$ cat src/rtl/dual_port_ram_if.sv
// Bus bundle for the dual-port RAM: request and response signals of ports A and B,
// plus the write-collision flag. The master drives requests; the RAM is the slave.
interface dual_port_ram_if #(
    parameter int DATA_WIDTH = 16,
    parameter int ADDR_WIDTH = 4,
    parameter int BYTE_WIDTH = 8
);
    localparam int NUM_BYTES = DATA_WIDTH / BYTE_WIDTH;

    // Handshake: a request has no ready; the RAM accepts a read on every edge where
    // re_x is high, and rvalid_x is a one-cycle strobe marking the matching dout_x.
    logic                  we_a;
    logic [NUM_BYTES-1:0]  be_a;
    logic                  re_a;
    logic [ADDR_WIDTH-1:0] addr_a;
    logic [DATA_WIDTH-1:0] din_a;
    logic [DATA_WIDTH-1:0] dout_a;
    logic                  rvalid_a;

    logic                  we_b;
    logic [NUM_BYTES-1:0]  be_b;
    logic                  re_b;
    logic [ADDR_WIDTH-1:0] addr_b;
    logic [DATA_WIDTH-1:0] din_b;
    logic [DATA_WIDTH-1:0] dout_b;
    logic                  rvalid_b;

    logic                  collision;

    modport master (
        output we_a, be_a, re_a, addr_a, din_a,
        output we_b, be_b, re_b, addr_b, din_b,
        input  dout_a, rvalid_a, dout_b, rvalid_b, collision
    );

    modport slave (
        input  we_a, be_a, re_a, addr_a, din_a,
        input  we_b, be_b, re_b, addr_b, din_b,
        output dout_a, rvalid_a, dout_b, rvalid_b, collision
    );
endinterface

$ cat src/rtl/dual_port_ram.sv
// Single-clock true dual-port RAM with byte-lane writes, selectable same-port
// read-during-write behaviour, optional output register and collision flag.
module dual_port_ram #(
    parameter int DATA_WIDTH = 16,
    parameter int ADDR_WIDTH = 4,
    parameter int BYTE_WIDTH = 8,
    parameter int RD_MODE    = 0,   // 0 read-first, 1 write-first, 2 no-change
    parameter int OUT_REG    = 0
) (
    input  logic           clk,
    input  logic           rst_n,
    dual_port_ram_if.slave bus
);
    localparam int DEPTH     = 2 ** ADDR_WIDTH;
    localparam int NUM_BYTES = DATA_WIDTH / BYTE_WIDTH;

    logic [DATA_WIDTH-1:0] mem [DEPTH];

    logic [DATA_WIDTH-1:0] old_a, old_b;
    logic [DATA_WIDTH-1:0] merged_a, merged_b;
    logic [DATA_WIDTH-1:0] final_a;
    logic [DATA_WIDTH-1:0] rd_word_a, rd_word_b;
    logic                  rd_fire_a, rd_fire_b;
    logic                  same_addr, overlap;

    logic [DATA_WIDTH-1:0] dout_a_q, dout_b_q;
    logic                  rvalid_a_q, rvalid_b_q;
    logic                  collision_q;

    // Merge write data per lane and decide what each port reads this cycle.
    always_comb begin
        old_a     = mem[bus.addr_a];
        old_b     = mem[bus.addr_b];
        merged_a  = old_a;
        merged_b  = old_b;
        final_a   = old_a;
        same_addr = (bus.addr_a == bus.addr_b);
        for (int i = 0; i < NUM_BYTES; i++) begin
            if (bus.be_a[i]) begin
                merged_a[i*BYTE_WIDTH +: BYTE_WIDTH] = bus.din_a[i*BYTE_WIDTH +: BYTE_WIDTH];
            end
            if (bus.be_b[i]) begin
                merged_b[i*BYTE_WIDTH +: BYTE_WIDTH] = bus.din_b[i*BYTE_WIDTH +: BYTE_WIDTH];
            end
            // Word written by A also carries B's lanes when both hit one address;
            // A's lanes override B's where they overlap.
            if (bus.be_a[i]) begin
                final_a[i*BYTE_WIDTH +: BYTE_WIDTH] = bus.din_a[i*BYTE_WIDTH +: BYTE_WIDTH];
            end else if (same_addr && bus.we_b && bus.be_b[i]) begin
                final_a[i*BYTE_WIDTH +: BYTE_WIDTH] = bus.din_b[i*BYTE_WIDTH +: BYTE_WIDTH];
            end
        end
        overlap   = bus.we_a && bus.we_b && same_addr && (|(bus.be_a & bus.be_b));
        // Only the port's own write is visible to its read; the other port's write
        // is never forwarded, so cross-port reads see the pre-write word.
        rd_fire_a = bus.re_a && !(RD_MODE == 2 && bus.we_a);
        rd_fire_b = bus.re_b && !(RD_MODE == 2 && bus.we_b);
        rd_word_a = (RD_MODE == 1 && bus.we_a) ? merged_a : old_a;
        rd_word_b = (RD_MODE == 1 && bus.we_b) ? merged_b : old_b;
    end

    // Array update; contents deliberately survive reset, writes are ignored during it.
    always_ff @(posedge clk or negedge rst_n) begin
        if (!rst_n) begin
        end else begin
            if (bus.we_b && (|bus.be_b)) begin
                mem[bus.addr_b] <= merged_b;
            end
            if (bus.we_a && (|bus.be_a)) begin
                mem[bus.addr_a] <= final_a;
            end
        end
    end

    // First read stage: capture read data and strobes, flag overlapping writes.
    always_ff @(posedge clk or negedge rst_n) begin
        if (!rst_n) begin
            dout_a_q    <= '0;
            dout_b_q    <= '0;
            rvalid_a_q  <= 1'b0;
            rvalid_b_q  <= 1'b0;
            collision_q <= 1'b0;
        end else begin
            rvalid_a_q  <= rd_fire_a;
            rvalid_b_q  <= rd_fire_b;
            collision_q <= overlap;
            if (rd_fire_a) begin
                dout_a_q <= rd_word_a;
            end
            if (rd_fire_b) begin
                dout_b_q <= rd_word_b;
            end
        end
    end

    assign bus.collision = collision_q;

    generate
        if (OUT_REG != 0) begin : g_out_reg
            logic [DATA_WIDTH-1:0] dout_a_p, dout_b_p;
            logic                  rvalid_a_p, rvalid_b_p;

            // Output stage: free-running, data only moves when a read completes.
            always_ff @(posedge clk or negedge rst_n) begin
                if (!rst_n) begin
                    dout_a_p   <= '0;
                    dout_b_p   <= '0;
                    rvalid_a_p <= 1'b0;
                    rvalid_b_p <= 1'b0;
                end else begin
                    rvalid_a_p <= rvalid_a_q;
                    rvalid_b_p <= rvalid_b_q;
                    if (rvalid_a_q) begin
                        dout_a_p <= dout_a_q;
                    end
                    if (rvalid_b_q) begin
                        dout_b_p <= dout_b_q;
                    end
                end
            end

            assign bus.dout_a   = dout_a_p;
            assign bus.dout_b   = dout_b_p;
            assign bus.rvalid_a = rvalid_a_p;
            assign bus.rvalid_b = rvalid_b_p;
        end else begin : g_no_out_reg
            assign bus.dout_a   = dout_a_q;
            assign bus.dout_b   = dout_b_q;
            assign bus.rvalid_a = rvalid_a_q;
            assign bus.rvalid_b = rvalid_b_q;
        end
    endgenerate
endmodule

$ cat src/flat_wrapper.sv
// flat-port wrapper written by rule: the top's interface ports become plain ports
module dual_port_ram_flat 
#(
    parameter int DATA_WIDTH = 16,
    parameter int ADDR_WIDTH = 4,
    parameter int BYTE_WIDTH = 8,
    parameter int RD_MODE    = 0,                                              
    parameter int OUT_REG    = 0
)
  (clk, rst_n, bus_we_a, bus_be_a, bus_re_a, bus_addr_a, bus_din_a, bus_we_b, bus_be_b, bus_re_b, bus_addr_b, bus_din_b, bus_dout_a, bus_rvalid_a, bus_dout_b, bus_rvalid_b, bus_collision);
  dual_port_ram_if #(.DATA_WIDTH(DATA_WIDTH), .ADDR_WIDTH(ADDR_WIDTH), .BYTE_WIDTH(BYTE_WIDTH)) bus_i ();
  input  logic clk;
  input  logic rst_n;
  input wire logic [$bits(bus_i.we_a)-1:0] bus_we_a;
  input wire logic [$bits(bus_i.be_a)-1:0] bus_be_a;
  input wire logic [$bits(bus_i.re_a)-1:0] bus_re_a;
  input wire logic [$bits(bus_i.addr_a)-1:0] bus_addr_a;
  input wire logic [$bits(bus_i.din_a)-1:0] bus_din_a;
  input wire logic [$bits(bus_i.we_b)-1:0] bus_we_b;
  input wire logic [$bits(bus_i.be_b)-1:0] bus_be_b;
  input wire logic [$bits(bus_i.re_b)-1:0] bus_re_b;
  input wire logic [$bits(bus_i.addr_b)-1:0] bus_addr_b;
  input wire logic [$bits(bus_i.din_b)-1:0] bus_din_b;
  output wire logic [$bits(bus_i.dout_a)-1:0] bus_dout_a;
  output wire logic [$bits(bus_i.rvalid_a)-1:0] bus_rvalid_a;
  output wire logic [$bits(bus_i.dout_b)-1:0] bus_dout_b;
  output wire logic [$bits(bus_i.rvalid_b)-1:0] bus_rvalid_b;
  output wire logic [$bits(bus_i.collision)-1:0] bus_collision;
  assign bus_i.we_a = bus_we_a;
  assign bus_i.be_a = bus_be_a;
  assign bus_i.re_a = bus_re_a;
  assign bus_i.addr_a = bus_addr_a;
  assign bus_i.din_a = bus_din_a;
  assign bus_i.we_b = bus_we_b;
  assign bus_i.be_b = bus_be_b;
  assign bus_i.re_b = bus_re_b;
  assign bus_i.addr_b = bus_addr_b;
  assign bus_i.din_b = bus_din_b;
  assign bus_dout_a = bus_i.dout_a;
  assign bus_rvalid_a = bus_i.rvalid_a;
  assign bus_dout_b = bus_i.dout_b;
  assign bus_rvalid_b = bus_i.rvalid_b;
  assign bus_collision = bus_i.collision;
  dual_port_ram #(.DATA_WIDTH(DATA_WIDTH), .ADDR_WIDTH(ADDR_WIDTH), .BYTE_WIDTH(BYTE_WIDTH), .RD_MODE(RD_MODE), .OUT_REG(OUT_REG)) u_core (.clk(clk), .rst_n(rst_n), .bus(bus_i));
endmodule
$ cat config.mk
export PLATFORM = sky130hd
export DESIGN_NAME = dual_port_ram_flat
export DESIGN_NICKNAME = d
export VERILOG_FILES = /design/src/rtl/dual_port_ram_if.sv /design/src/rtl/dual_port_ram.sv /design/src/flat_wrapper.sv
export SDC_FILE = /design/constraint.sdc
export NUM_CORES = 1
export LEC_CHECK = 0
export ABC_AREA = 1
export CORE_MARGIN = 8
export CORE_UTILIZATION = 36
export CTS_BUF_LIST = sky130_fd_sc_hd__clkbuf_4 sky130_fd_sc_hd__clkbuf_8
export CTS_CLUSTER_DIAMETER = 200
export DETAILED_ROUTE_END_ITERATION = 16
export GPL_ROUTABILITY_DRIVEN = 0
export PLACE_DENSITY = 0.56
export SETUP_SLACK_MARGIN = 0.02
export SLEW_MARGIN = 5
export SYNTH_ARGS = -nofsm -noshare
export SYNTH_HDL_FRONTEND = slang
export SYNTH_SLANG_ARGS = --single-unit
$ cat constraint.sdc
create_clock -name clk -period 1.55 [get_ports clk]
set_input_delay 0.2325 -clock clk [delete_from_list [all_inputs] [get_ports clk]]
set_output_delay 0.2325 -clock clk [all_outputs]
set_load 0.02 [all_outputs]
# Yosys cells after proc, flatten, opt, wreduce, memory -nomap -nowiden
# Memory sizes are Yosys's and may differ from the RTL's.
# Index checks and enable logic that the tools add are counted.
# word_totals
out_inout_bits	35
memories	1
word_cells	31
inputBits	50
regBits	35
mem_bits_rw	256
# mem_list
memory	words	word_bits	read_ports	rd_clocked_by_memory_dff	write_ports	line_no	source
u_core.mem	16	16	2	0	2	dual_port_ram.sv:17	logic [DATA_WIDTH-1:0] mem [DEPTH];
# op_classes
eq_ne	1
bitwise_logic	1
n_reduce_logical	13
mux	10
# op_table
op	count
$mux 8	6
$logic_and 1x1->1	10
$reduce_or 2->1	3
$eq 4x4->1	1
$mux 1	4
$and 2x2->2	1

# Depth between registers and ports, before layout
# depth
ltp_word	5
mapped_depth	17
ltp_nobuf	13

# Least setup slack after synthesis
# OpenSTA, ideal clock, no wires.
# synth_path
path_kind	input-to-reg
from	input bus_be_b[0]
to	memory u_core.mem[12][0] (enable)
path_buffers	2
slack_ps	-1171
path_stages	6
setup_ps	411
arrival_time_ps	2310
t_required_ps	1139
cell_sequence	buf_2 > buf_2 > inv_2 > a21oi_1 > nand2_1 > o21ai_0
# synth_rtl
item	line_no	source
start: declaration	flat_wrapper.sv:20	input wire logic [$bits(bus_i.be_b)-1:0] bus_be_b;
end: declaration	dual_port_ram.sv:17	

==> flow_summary_export.csv <==
group,metric,value,unit
run,drv_cap,0,
clock_tree,clock_sinks,291,
clock_tree,clock_latency,0.67,ns
finish,fillers,4840,
synthesis,synth.avg_cell_area,7.01,um^2
min_path,hold_end,"u_core.bus.rvalid_a",
timing,period_share,120,%
worst_setup_path,crit_family,"simple AND/OR/NAND/NOR gates",
power,powerDensity,827,nW/um^2
finish,drive_above_1_share,34.5,%
outcome,violations,"negative setup slack",
synthesis,ys_seq_area_share,45.3,%
timing,hold_ws,0.0669,ns
floorplanning,dieWidth,245,um
timing,skew,0.0258,ns
floorplanning,core,52200,um^2
route,num_vias,21000,
route,wl_per_cell,23.2,um
power,fin_total_pwr,22.7,mW
floorplanning,row_count,84,
worst_setup_path,cp-startpoint,"u_core.mem[4][2]",
placement,place.port_buffers,84,
min_path,hold_class,"primary input to register",
timing,rsz0062_at_grt,"yes",
timing,period_minus_slack,1.85,ns
worst_setup_path,worstPathMaxFanout,16,
timing,maxSlewViolCount,0,
worst_setup_path,path_cells,"buf_4 -> nand2_1 -> nand4_1 -> nand2_1 -> nand2_1 -> nor2_4 -> nand2_2 -> buf_12 -> nand3_1 -> nand2_1",
finish,area_growth,45.4,%
timing,fmax,0.540,GHz
route,ant_nets,0,
timing,slew_headroom,33.3,%
clock_tree,path_clk_slew,0.06,ns
worst_setup_path,cp.depth,10,
finish,postLayoutCoreUtil,52.6,%
floorplanning,start_util,36.2,%
finish,nNetsFinal,3073,
worst_setup_path,cp.required,1.95,ns
worst_setup_path,critPathSlowestCell,"edfxtp_1",
synthesis,post_synth_num_cell_types,27,
worst_setup_path,crit_type,"register to register",
route,drtIter0Drc,2323,
finish,n_antenna_cell,0,
floorplanning,design.portCount,85,
clock_tree,cts_buffer_depth,3,
power,p_leak,12.9,nW
floorplanning,dieArea,60100,um^2
synthesis,ys_warn_count,0,
timing,worst_slew_pin_slew,0.998,ns
timing,tns,-45.30,ns
clock_tree,cts_root_buffer,"clkbuf_8",
route,firstDrtPassIters,7,
timing,setup_viol,257,
worst_setup_path,r2r_end,"u_core.mem[14][2]",
placement,placed_area,23900,um^2
route,totalWireLength,87000,um
grt,antenna_found_initial,0,
worst_setup_path,timing.rr.start,"u_core.mem[4][2]",
min_path,hold_depth,1,
finish,final_cell_area,27500,um^2
floorplanning,die_h,245,um
worst_setup_path,critPathMostFrequentCell,"nand2_1",
worst_setup_path,arrival,2.25,ns
route,vias_per_cell,5.59,
grt,gr-usage-all-layers,27.6,%
route,drc,0,
grt,grt_start_max_net_pins,45,
worst_setup_path,path_buf_inv,2,
finish,final_cell_count_no_fill,3755,
grt,gr-total-overflow,0,
synthesis,netlist_instances,2697,
worst_setup_path,critPathLaunchType,"register",
worst_setup_path,slowest_delay,0.41,ns
placement,dp_slack,-1.13,ns
placement,dp_hpwl,55300,um
synthesis,syn_nets,2747,
placement,dpl.cell_count,3566,
timing,worst_slack,-0.303,ns
clock_tree,cts-htree-levels,2,
synthesis,ys_ff_latch,291,
grt,grt_first_pass_wirelength,126000,um
clock_tree,tritoncts,"built",
worst_setup_path,reg2regPathDepth,10,
timing,hold_violations,0,
synthesis,synth_area,18900,um^2
clock_tree,cts_buffers,56,
worst_setup_path,rrSetupSlack,-0.30,ns
worst_setup_path,end_kind,"register",
power,worst_ir_drop_vdd,642,uV
outcome,status,"complete, but fails checks",
grt,grt_pass1_vias,20400,
min_path,min_from,"bus_re_a",
==> placed cells by master (no fill, tap or decap), types with 3 or more instances in the layout <==
master / n
buf_2: 35
inv_1: 28
clkdlybuf4s50_1: 37
nand3_2: 83
nand4_1: 80
dlymetal6s2s_1: 3
dlygate4sd2_1: 4
nand2_2: 295
clkinv_2: 6
inv_2: 28
buf_4: 203
o21ai_4: 16
nand3_1: 238
nand2_1: 1271
clkbuf_4: 22
edfxtp_1: 256
nor2_4: 44
nand3_4: 3
o21ai_2: 3
clkinv_1: 19
nor2_2: 9
o21ai_0: 28
buf_12: 127
clkbuf_16: 5
bufinv_16: 3
clkbuf_8: 57
nand2_4: 49
dfrtp_1: 35
buf_6: 13
nand2_8: 35
inv_4: 8
nor2_1: 4
==> worst max-delay path by stage <==
stage	endpoint	slack, ns
CTS	u_core.mem[14][2]	-0.23
finish	u_core.mem[14][2]	-0.30
detailed placement	u_core.mem[0][0]	-1.13
global placement	u_core.mem[6][0]	-1.09
floorplan	u_core.mem[9][0]	-0.30
global route	u_core.mem[11][10]	-0.34
==> registers in the layout, indices dropped and copies added, names as in the netlist <==
signal                cells
u_core.bus.dout_a        16
u_core.mem              256
u_core.bus.dout_b        16
u_core.bus.rvalid_a       1
u_core.bus.collision      1
u_core.bus.rvalid_b       1
==> routing by layer <==
metal	share of wire (%)	GRT usage [%]	vias to the layer above
li1	-	-	9420
met4	7.0	17.7	0
met1	37	33.3	9965
met5	0	0	-
met2	48	45.9	1262
met3	8.6	4.13	347
==> Yosys cell counts <==
library cell,count,area share (%)
nand2_1,1589,32
nand3_1,320,8.5
edfxtp_1,256,41
buf_2,96,2.5
nand4_1,80,2.6
o21ai_0,45,1.2
clkbuf_1,39,0.77
nor2_1,39,0.77
nand2_2,37,1.2
dfrtp_1,35,4.6
inv_2,31,0.62
buf_4,30,1.2
inv_1,30,0.60
buf_6,14,0.83
clkinv_1,11,0.22
nor2_2,10,0.33
nand2_4,9,0.54
nor2_4,8,0.48
nand3_2,4,0.21
o21ai_1,4,0.11
buf_1,3,0.060
and3_1,2,0.066
a21oi_1,1,0.026
and2_4,1,0.046
nor3_4,1,0.086
o22ai_1,1,0.033
xor2_1,1,0.046
==> where the power goes <==
group          internal, mW  total, mW  switching, mW
combinational          2.17       5.71           3.54
clock                  4.42       8.06           3.64
sequential             8.87       8.97          0.103
total                  15.5       22.7           7.28
==> final cells by class <==
type                    instances  area [um^2]  area share [%]
repair buffers                435         5080            18.5
clock buffers                  79          950            3.46
clock inverters                23          171           0.624
inverters                      72          314            1.14
well taps                     688          861            3.13
flip-flops and latches        291         8560            31.2
multi-input cells            2167        11500            42.0
==> cells by family (layout without fill, tap and decap cells) <==
| kind of cell | Yosys count | count (layout) | synth area share, % |
|---|---|---|---|
| compound gates | 51 | 51 | 1.36 |
| flops | 291 | 291 | 45.3 |
| simple gates | 2100 | 2115 | 46.4 |
| xor+xnor | 1 | 1 | 0.0464 |
| buf+inv | 254 | 609 | 6.83 |
==> repair_timing <==
item / in CTS / in global routing
hold endpoints to repair: 35 / 0
cloned: 16 / 6
setup endpoints to repair: 552 / 500
setup buffers: 38 / 31
gates resized for setup: 523 / 133
pin swaps: 97 / 102
hold buffers: 2 / 0
No activity file was read; power rests on OpenSTA's default activity.
